### config.mk
export PLATFORM = sky130hd
export DESIGN_NAME = sw_select_debounce
export DESIGN_NICKNAME = d
export VERILOG_FILES = /design/src/rtl/sw_select_debounce_pkg.sv /design/src/rtl/sw_select_debounce_bit.sv /design/src/rtl/sw_select_debounce.sv
export SDC_FILE = /design/constraint.sdc
export NUM_CORES = 1
export LEC_CHECK = 0
export CAP_MARGIN = 30
export CORE_MARGIN = 5
export CORE_UTILIZATION = 30
export DETAILED_ROUTE_END_ITERATION = 6
export PLACE_DENSITY_LB_ADDON = 0.2
export SETUP_SLACK_MARGIN = 0.1
export SLEW_MARGIN = 30
export SYNTH_ARGS = -nofsm -noshare
export SYNTH_HDL_FRONTEND = slang
export SYNTH_HIERARCHICAL = 1
export SYNTH_SLANG_ARGS = --single-unit
export TNS_END_PERCENT = 10
### constraint.sdc
create_clock -name clk25 -period 5.2 [get_ports clk25]
set_clock_uncertainty 0.05 [all_clocks]
set_input_delay 0.52 -clock clk25 [delete_from_list [all_inputs] [get_ports clk25]]
set_output_delay 0.52 -clock clk25 [all_outputs]
set_load 0.02 [all_outputs]
### src/rtl/sw_select_debounce_pkg.sv
// Shared types and constants for the slide-switch conditioner.
// Holds the per-bit debounce FSM encoding and timing defaults.
package sw_select_debounce_pkg;

    typedef enum logic {
        STABLE = 1'b0,
        WAIT   = 1'b1
    } db_state_e;

    localparam int unsigned DEBOUNCE_10MS_AT_25MHZ = 250000;
    localparam int unsigned SYNC_STAGES            = 2;

endpackage

### src/rtl/sw_select_debounce_bit.sv
// One switch bit: 2-flop synchroniser, debounce FSM and counter,
// registered rise/fall pulses.
// Ports: clk25, n_reset, raw_i (async pin), db_o (debounced level),
//        rise_o / fall_o (1-cycle pulses on db_o edges).
module sw_debounce_bit
    import sw_select_debounce_pkg::*;
#(
    parameter int unsigned DEBOUNCE_CYCLES = DEBOUNCE_10MS_AT_25MHZ,
    parameter int unsigned CNT_W           = 18
) (
    input  logic clk25,
    input  logic n_reset,
    input  logic raw_i,
    output logic db_o,
    output logic rise_o,
    output logic fall_o
);

    localparam logic [CNT_W-1:0] CNT_LAST = CNT_W'(DEBOUNCE_CYCLES - 1);
    localparam logic [CNT_W-1:0] CNT_ONE  = CNT_W'(1);

    logic [SYNC_STAGES-1:0] sync_q;
    db_state_e              state_q, state_d;
    logic [CNT_W-1:0]       cnt_q, cnt_d;
    logic                   db_q, db_d;
    logic                   rise_q, rise_d;
    logic                   fall_q, fall_d;
    logic                   s2;

    assign s2 = sync_q[SYNC_STAGES-1];

    always_ff @(posedge clk25 or negedge n_reset) begin
        if (!n_reset) begin
            sync_q  <= '0;
            state_q <= STABLE;
            cnt_q   <= '0;
            db_q    <= 1'b0;
            rise_q  <= 1'b0;
            fall_q  <= 1'b0;
        end else begin
            sync_q  <= {sync_q[SYNC_STAGES-2:0], raw_i};
            state_q <= state_d;
            cnt_q   <= cnt_d;
            db_q    <= db_d;
            rise_q  <= rise_d;
            fall_q  <= fall_d;
        end
    end

    // cnt counts consecutive samples of the new level; the sample that
    // would make it DEBOUNCE_CYCLES commits the toggle instead.
    always_comb begin
        state_d = state_q;
        cnt_d   = cnt_q;
        db_d    = db_q;
        rise_d  = 1'b0;
        fall_d  = 1'b0;
        unique case (state_q)
            STABLE: begin
                cnt_d = '0;
                if (s2 != db_q) begin
                    state_d = WAIT;
                    cnt_d   = CNT_ONE;
                end
            end
            WAIT: begin
                if (s2 == db_q) begin
                    state_d = STABLE;
                    cnt_d   = '0;
                end else if (cnt_q == CNT_LAST) begin
                    state_d = STABLE;
                    cnt_d   = '0;
                    db_d    = s2;
                    rise_d  = s2;
                    fall_d  = ~s2;
                end else begin
                    cnt_d = cnt_q + CNT_ONE;
                end
            end
        endcase
    end

    assign db_o   = db_q;
    assign rise_o = rise_q;
    assign fall_o = fall_q;

endmodule

### src/rtl/sw_select_debounce.sv
// Slide-switch conditioner: per-bit debounce plus a one-hot select stage.
// Ports: clk25, n_reset, sw_raw in; sw_db, sw_rise, sw_fall, sel,
//        sel_valid, sel_change out (all registered).
module sw_select_debounce
    import sw_select_debounce_pkg::*;
#(
    parameter int unsigned N_SW            = 4,
    parameter int unsigned DEBOUNCE_CYCLES = DEBOUNCE_10MS_AT_25MHZ,
    parameter int unsigned CNT_W           = 18
) (
    input  logic            clk25,
    input  logic            n_reset,
    input  logic [N_SW-1:0] sw_raw,
    output logic [N_SW-1:0] sw_db,
    output logic [N_SW-1:0] sw_rise,
    output logic [N_SW-1:0] sw_fall,
    output logic [N_SW-1:0] sel,
    output logic            sel_valid,
    output logic            sel_change
);

    localparam int unsigned PC_W = $clog2(N_SW + 1);

    logic [N_SW-1:0] sel_q, sel_d;
    logic            valid_q, valid_d;
    logic            chg_q, chg_d;
    logic [PC_W-1:0] ones;

    for (genvar g = 0; g < N_SW; g++) begin : g_bit
        sw_debounce_bit #(
            .DEBOUNCE_CYCLES(DEBOUNCE_CYCLES),
            .CNT_W          (CNT_W)
        ) u_bit (
            .clk25  (clk25),
            .n_reset(n_reset),
            .raw_i  (sw_raw[g]),
            .db_o   (sw_db[g]),
            .rise_o (sw_rise[g]),
            .fall_o (sw_fall[g])
        );
    end

    always_comb begin
        ones = '0;
        for (int i = 0; i < N_SW; i++) begin
            ones = ones + PC_W'(sw_db[i]);
        end
        valid_d = (ones == PC_W'(1));
        sel_d   = valid_d ? sw_db : '0;
        chg_d   = (sel_d != sel_q);
    end

    always_ff @(posedge clk25 or negedge n_reset) begin
        if (!n_reset) begin
            sel_q   <= '0;
            valid_q <= 1'b0;
            chg_q   <= 1'b0;
        end else begin
            sel_q   <= sel_d;
            valid_q <= valid_d;
            chg_q   <= chg_d;
        end
    end

    assign sel        = sel_q;
    assign sel_valid  = valid_q;
    assign sel_change = chg_q;

endmodule

; After elaboration in Yosys (flattened, before gate mapping)
; Index checks and enable logic that the tools add are counted.
[op_classes]
addsub = 7
n_eq_ne = 14
bitwise_logic = 12
muxes = 57
n_reduce_logical = 4
[ops]
columns = operator, count
row1 = 2-to-1 mux 18 bit, 8
row2 = case mux 18 bit (2 select lines), 4
row3 = "adder 18 x 1 -> 18 bit, second input constant", 4
row4 = "equality test 18 bit, second input constant", 4
row5 = 2-to-1 mux 1 bit, 40
row6 = inverter 1 bit, 12
row7 = AND reduction 3 bit, 4
row8 = case mux 1 bit (2 select lines), 4
row9 = equality test 1 bit, 4
row10 = 2-to-1 mux 4 bit, 1
row11 = inequality test 1 bit, 4
row12 = inequality test 4 bit, 1
row13 = adder 2 x 1 -> 3 bit, 1
row14 = adder 3 x 1 -> 3 bit, 1
row15 = "equality test 3 x 1 -> 1 bit, second input constant", 1
row16 = adder 1 x 1 -> 2 bit, 1
[totals]
word_cells = 121
ff_bits = 102

; Logic depth before layout (Yosys ltp)
[logic_depth]
word_depth = 6
ltp_mapped = 8
depth_no_buf = 8

; Cells and area by module
; Netlist, hierarchy kept.
[by_module_without_submodules]
columns = module, area_per_inst_um2, cells_per_inst, seq_area_each_um2, instances
row1 = sw_debounce_bit, 1138.6, 106, 600.6, 4
row2 = sw_select_debounce, 312.8, 24, 150.1, 1

; Worst setup path before layout
; No wires, ideal clock.
[synth_path]
kind = flip-flop to flip-flop
start = reg g_bit[0].u_bit.db_q
end = reg chg_q (netlist: sel_change)
slack_ps = 2875
synth_period_minus_slack_ps = 2325
path_stages_with_launch = 9
arrival_time_ps = 2142
required_ps = 5017
path_buffers = 0
cell_sequence = dfrtp_1 > inv_1 > fa_1 > inv_1 > ha_1 > ha_1 > and4bb_2 > xnor2_1 > nand4_1
[synth_via]
elab_chain_cells = 6
[synth_lines]
columns = item, line_no
row1 = start: declaration, sw_select_debounce_bit.sv:25  ; logic db_q, db_d;
row2 = start signal: assignment, sw_select_debounce_bit.sv:37  ; db_q <= 1'b0;
row3 = start signal: assignment, sw_select_debounce_bit.sv:44  ; db_q <= db_d;
row4 = adder 1 x 1 -> 2 bit, sw_select_debounce.sv:46  ; ones = ones + PC_W'(sw_db[i]);
row5 = adder 2 x 1 -> 3 bit, sw_select_debounce.sv:46
row6 = adder 3 x 1 -> 3 bit, sw_select_debounce.sv:46
row7 = equality test 3 x 1 -> 1 bit, sw_select_debounce.sv:48  ; valid_d = (ones == PC_W'(1));
row8 = 2-to-1 mux 4 bit, sw_select_debounce.sv:49  ; sel_d = valid_d ? sw_db : '0;
row9 = net sel_d[3], sw_select_debounce.sv:24  ; logic [N_SW-1:0] sel_q, sel_d;
row10 = inequality test 4 bit, sw_select_debounce.sv:50  ; chg_d = (sel_d != sel_q);
row11 = net chg_d, sw_select_debounce.sv:26  ; logic chg_q, chg_d;
row12 = end signal: assignment, sw_select_debounce.sv:61  ; chg_q <= chg_d;
row13 = end: declaration, sw_select_debounce.sv:26
; The timed path passes the listed nets, and every way through them passes these cells.
; A chain may end at the register's enable or synchronous reset.

; Worst setup path after layout
[layout_path]
start = reg g_bit[0].u_bit.db_q
end = reg chg_q (netlist: sel_change)
[layout_via]
elab_chain_cells = 6
[layout_lines]
columns = item, line_no
row1 = adder 1 x 1 -> 2 bit, sw_select_debounce.sv:46
row2 = adder 2 x 1 -> 3 bit, sw_select_debounce.sv:46
row3 = adder 3 x 1 -> 3 bit, sw_select_debounce.sv:46
row4 = equality test 3 x 1 -> 1 bit, sw_select_debounce.sv:48
row5 = 2-to-1 mux 4 bit (*), sw_select_debounce.sv:49
row6 = net sel_d[0], sw_select_debounce.sv:24
row7 = inequality test 4 bit (*), sw_select_debounce.sv:50
row8 = net chg_d, sw_select_debounce.sv:26
; The timed path passes the listed nets; every way through them passes the cells marked *.

==> metrics.txt <==
slowest CP cell=fa_1; row cnt=46; most frequent cell after synthesis=dfrtp_1; Clock Latency Late Sink=0.35 ns; vias in the first global route=3210; Post-Syn Nets=461; DRT Pass-1 Iters=4; Commonest cells post-synth=102 x dfrtp_1, 80 x nor2_1, 60 x xnor2_1, 25 x inv_1, 24 x nand3_1; Syn Inst Count=448; gpl congestion=0.778; dpl hpwl=6190 µm; Hold Path Class=input pin to async pin; Slew headroom=54.4%; Worst-Margin Slew=0.685 ns; Ys Warns=6; final worst slack=2.85 ns; WP data required=5.37 ns; Top Ports=24; minimum clock period=2.35 ns; CP Max Fanout=7; initial cell density of the core=30.6%; post-DR vias/cell=4.64; DIE WIDTH=137 µm; cell area after layout=5600 µm²; Longest Clk Path Bufs=2; Fillers=1615; Yosys top cell by area=dfrtp_1; # setup viols final=0; first-pass GRT wire length=15900 µm; Final TNS setup=0 ns; Critical R2R Launch=g_bit[0].u_bit/db_o; core box area=15900 µm²; final hold vios=0; startpoint types=flip-flop; die extent in y=137 µm; asr flop ratio synth=100%; Pwr Density=290 nW/µm²; dpl cell area=5250 µm²; routed len/inst=13.2 µm; Peak VDD IR=0.166 mV; post-route ant nets=0; pre-CTS setup slack=2.83 ns; Static Leak=2.20 nW; Most used DFF post-synth=dfrtp_1; postcts setup bufs=0; die area=18900 µm²; # hold bufs at CTS=0; # clock sinks=102; CP arrival=2.52 ns; Worst Setup SP=g_bit[0].u_bit/db_o; largest cells by area after synthesis=dfrtp_1 52%, xnor2_1 11%, nor2_1 6.2%; RSZ-0062 raised after global routing=false; H-tree depth=3; cts bufs inserted=9; Mapped Area=4870 µm²; initial antenna violation count=0; Post-synth EDFFs=0; vias=3232; DRC Markers=0; Worst-path clk slew=0.07 ns; largest net degree at the start of global routing=56; #FFs+latches synth=102; grt total ovfl=0; antenna cells=0; post-synthesis sequential area ratio=52.4%; fin util=35.2%; max-capacitance violation count=0; synthesized area per cell=10.9 µm²; register area=2550 µm²; clock root cell=clkbuf_16; period utilisation layout=45.3%; CP endpoint kind=flip-flop; count of cell types in the netlist=32; crit path kind=flip-flop to flip-flop; Worst path max stage delay=0.53 ns; worst hold margin=0.165 ns; P&R area growth vs syn=15.0%; pins over their slew limit=0; CP Cell Sequence=inv_1 -> fa_1 -> inv_1 -> ha_1 -> ha_1 -> and4bb_2 -> xnor2_1 -> nand4_1; Tot GR Track Use=10.7%; PortBufs=23; Yosys top cell area share=52.4%; fmax=425 MHz; share of layout cells above drive strength 1=11.9%; Nets=488; footprint of the multi-input gates=2100 µm²; CTS tree=done; status=finished, final reports clean; Routed Wire Length=9210 µm; DR iter-0 viols=271; Resized Gates After CTS=0
## layer usage
metal,global-route usage [%],wire [µm],vias to the layer above
met5,0,0,-
li1,-,-,1606
met2,15.7,4090,32
met3,4.05,397,9
met1,14.6,4600,1585
met4,3.33,125,0
## cells in the final DEF (no fill, tap or decap), drive strengths merged
master,n
mux2,4
or2,4
buf,2
dfrtp,102
clkdlybuf4s50,22
nand3,24
and3,8
a211oi,4
nor2,80
nand4,21
inv,25
xnor2,60
or3,8
a21oi,8
nand2,16
o21ai,4
a211o,4
clkbuf,10
nor3b,1
fa,1
and3b,8
clkinv,3
ha,6
and4bb,4
o31ai,4
xor2,4
nor3,8
or4,12
bufinv,3
nor4,20
## flip-flops by register name (all words and copies together), names as in the netlist, 4 cells and up
name and cells:
g_bit.u_bit/cnt_q 72, sel 4, g_bit.u_bit/rise_o 4, g_bit.u_bit/sync_q 8, g_bit.u_bit/fall_o 4, g_bit.u_bit/state_q 4, g_bit.u_bit/db_o 4
## through the flow
step                      power, mW  cells
after floorplan               0.851    448
after global placement        0.868    680
after detailed placement      0.868    680
after CTS                      1.65    696
after global routing           1.69    696
final                          1.63    696
## logic make-up (layout without fill, tap and decap cells)
group	Yosys count	count (layout)	synth area share (%)
xor+xnor	64	64	11.5
buf+inv	33	65	4.50
flops	102	102	52.4
simple gates	214	214	25.1
fa+ha+maj	7	7	1.95
compound gates	24	24	3.29
mux	4	4	1.23
## final timing paths
| check | end | slack (ns) | depth (start not counted) |
|---|---|---|---|
| max | sel_change | 2.85 | 8 |
| min | g_bit[0].u_bit/cnt_q[9] | 0.16 | 1 |
| max reg2reg | sel_change | 2.85 | 8 |
| min reg2reg | g_bit[1].u_bit/sync_q[1] | 0.30 | 0 |
| max in group asynchronous | g_bit[1].u_bit/cnt_q[16] | 3.88 | 2 |
| min in group clk25 | g_bit[1].u_bit/sync_q[1] | 0.30 | 0 |
## worst max-delay path: cells and delay by family, from the launching register on
family                   cells  cell delay (ns)
buffers and inverters        2             0.13
adder cells (fa/ha/maj)      3             1.02
AND/OR/NAND/NOR              2             0.44
flip-flops                   1             0.46
XOR/XNOR                     1             0.12
## cell type report
cell class | instances | area share, %
timing repair buffer | 24 | 4.20
clock inverter | 6 | 1.95
tap | 216 | 4.83
sequential | 102 | 45.6
inverter | 25 | 1.68
multi-input combinational | 313 | 37.5
clock buffer | 10 | 4.27
## power by group
part	total (mW)	switching, mW	internal, mW
Combinational	0.0403	0.0292	0.0112
Clock	0.775	0.292	0.483
Sequential	0.810	0.00827	0.802
Total	1.63	0.330	1.30
Note: power is estimated with default switching activity, not from simulation.
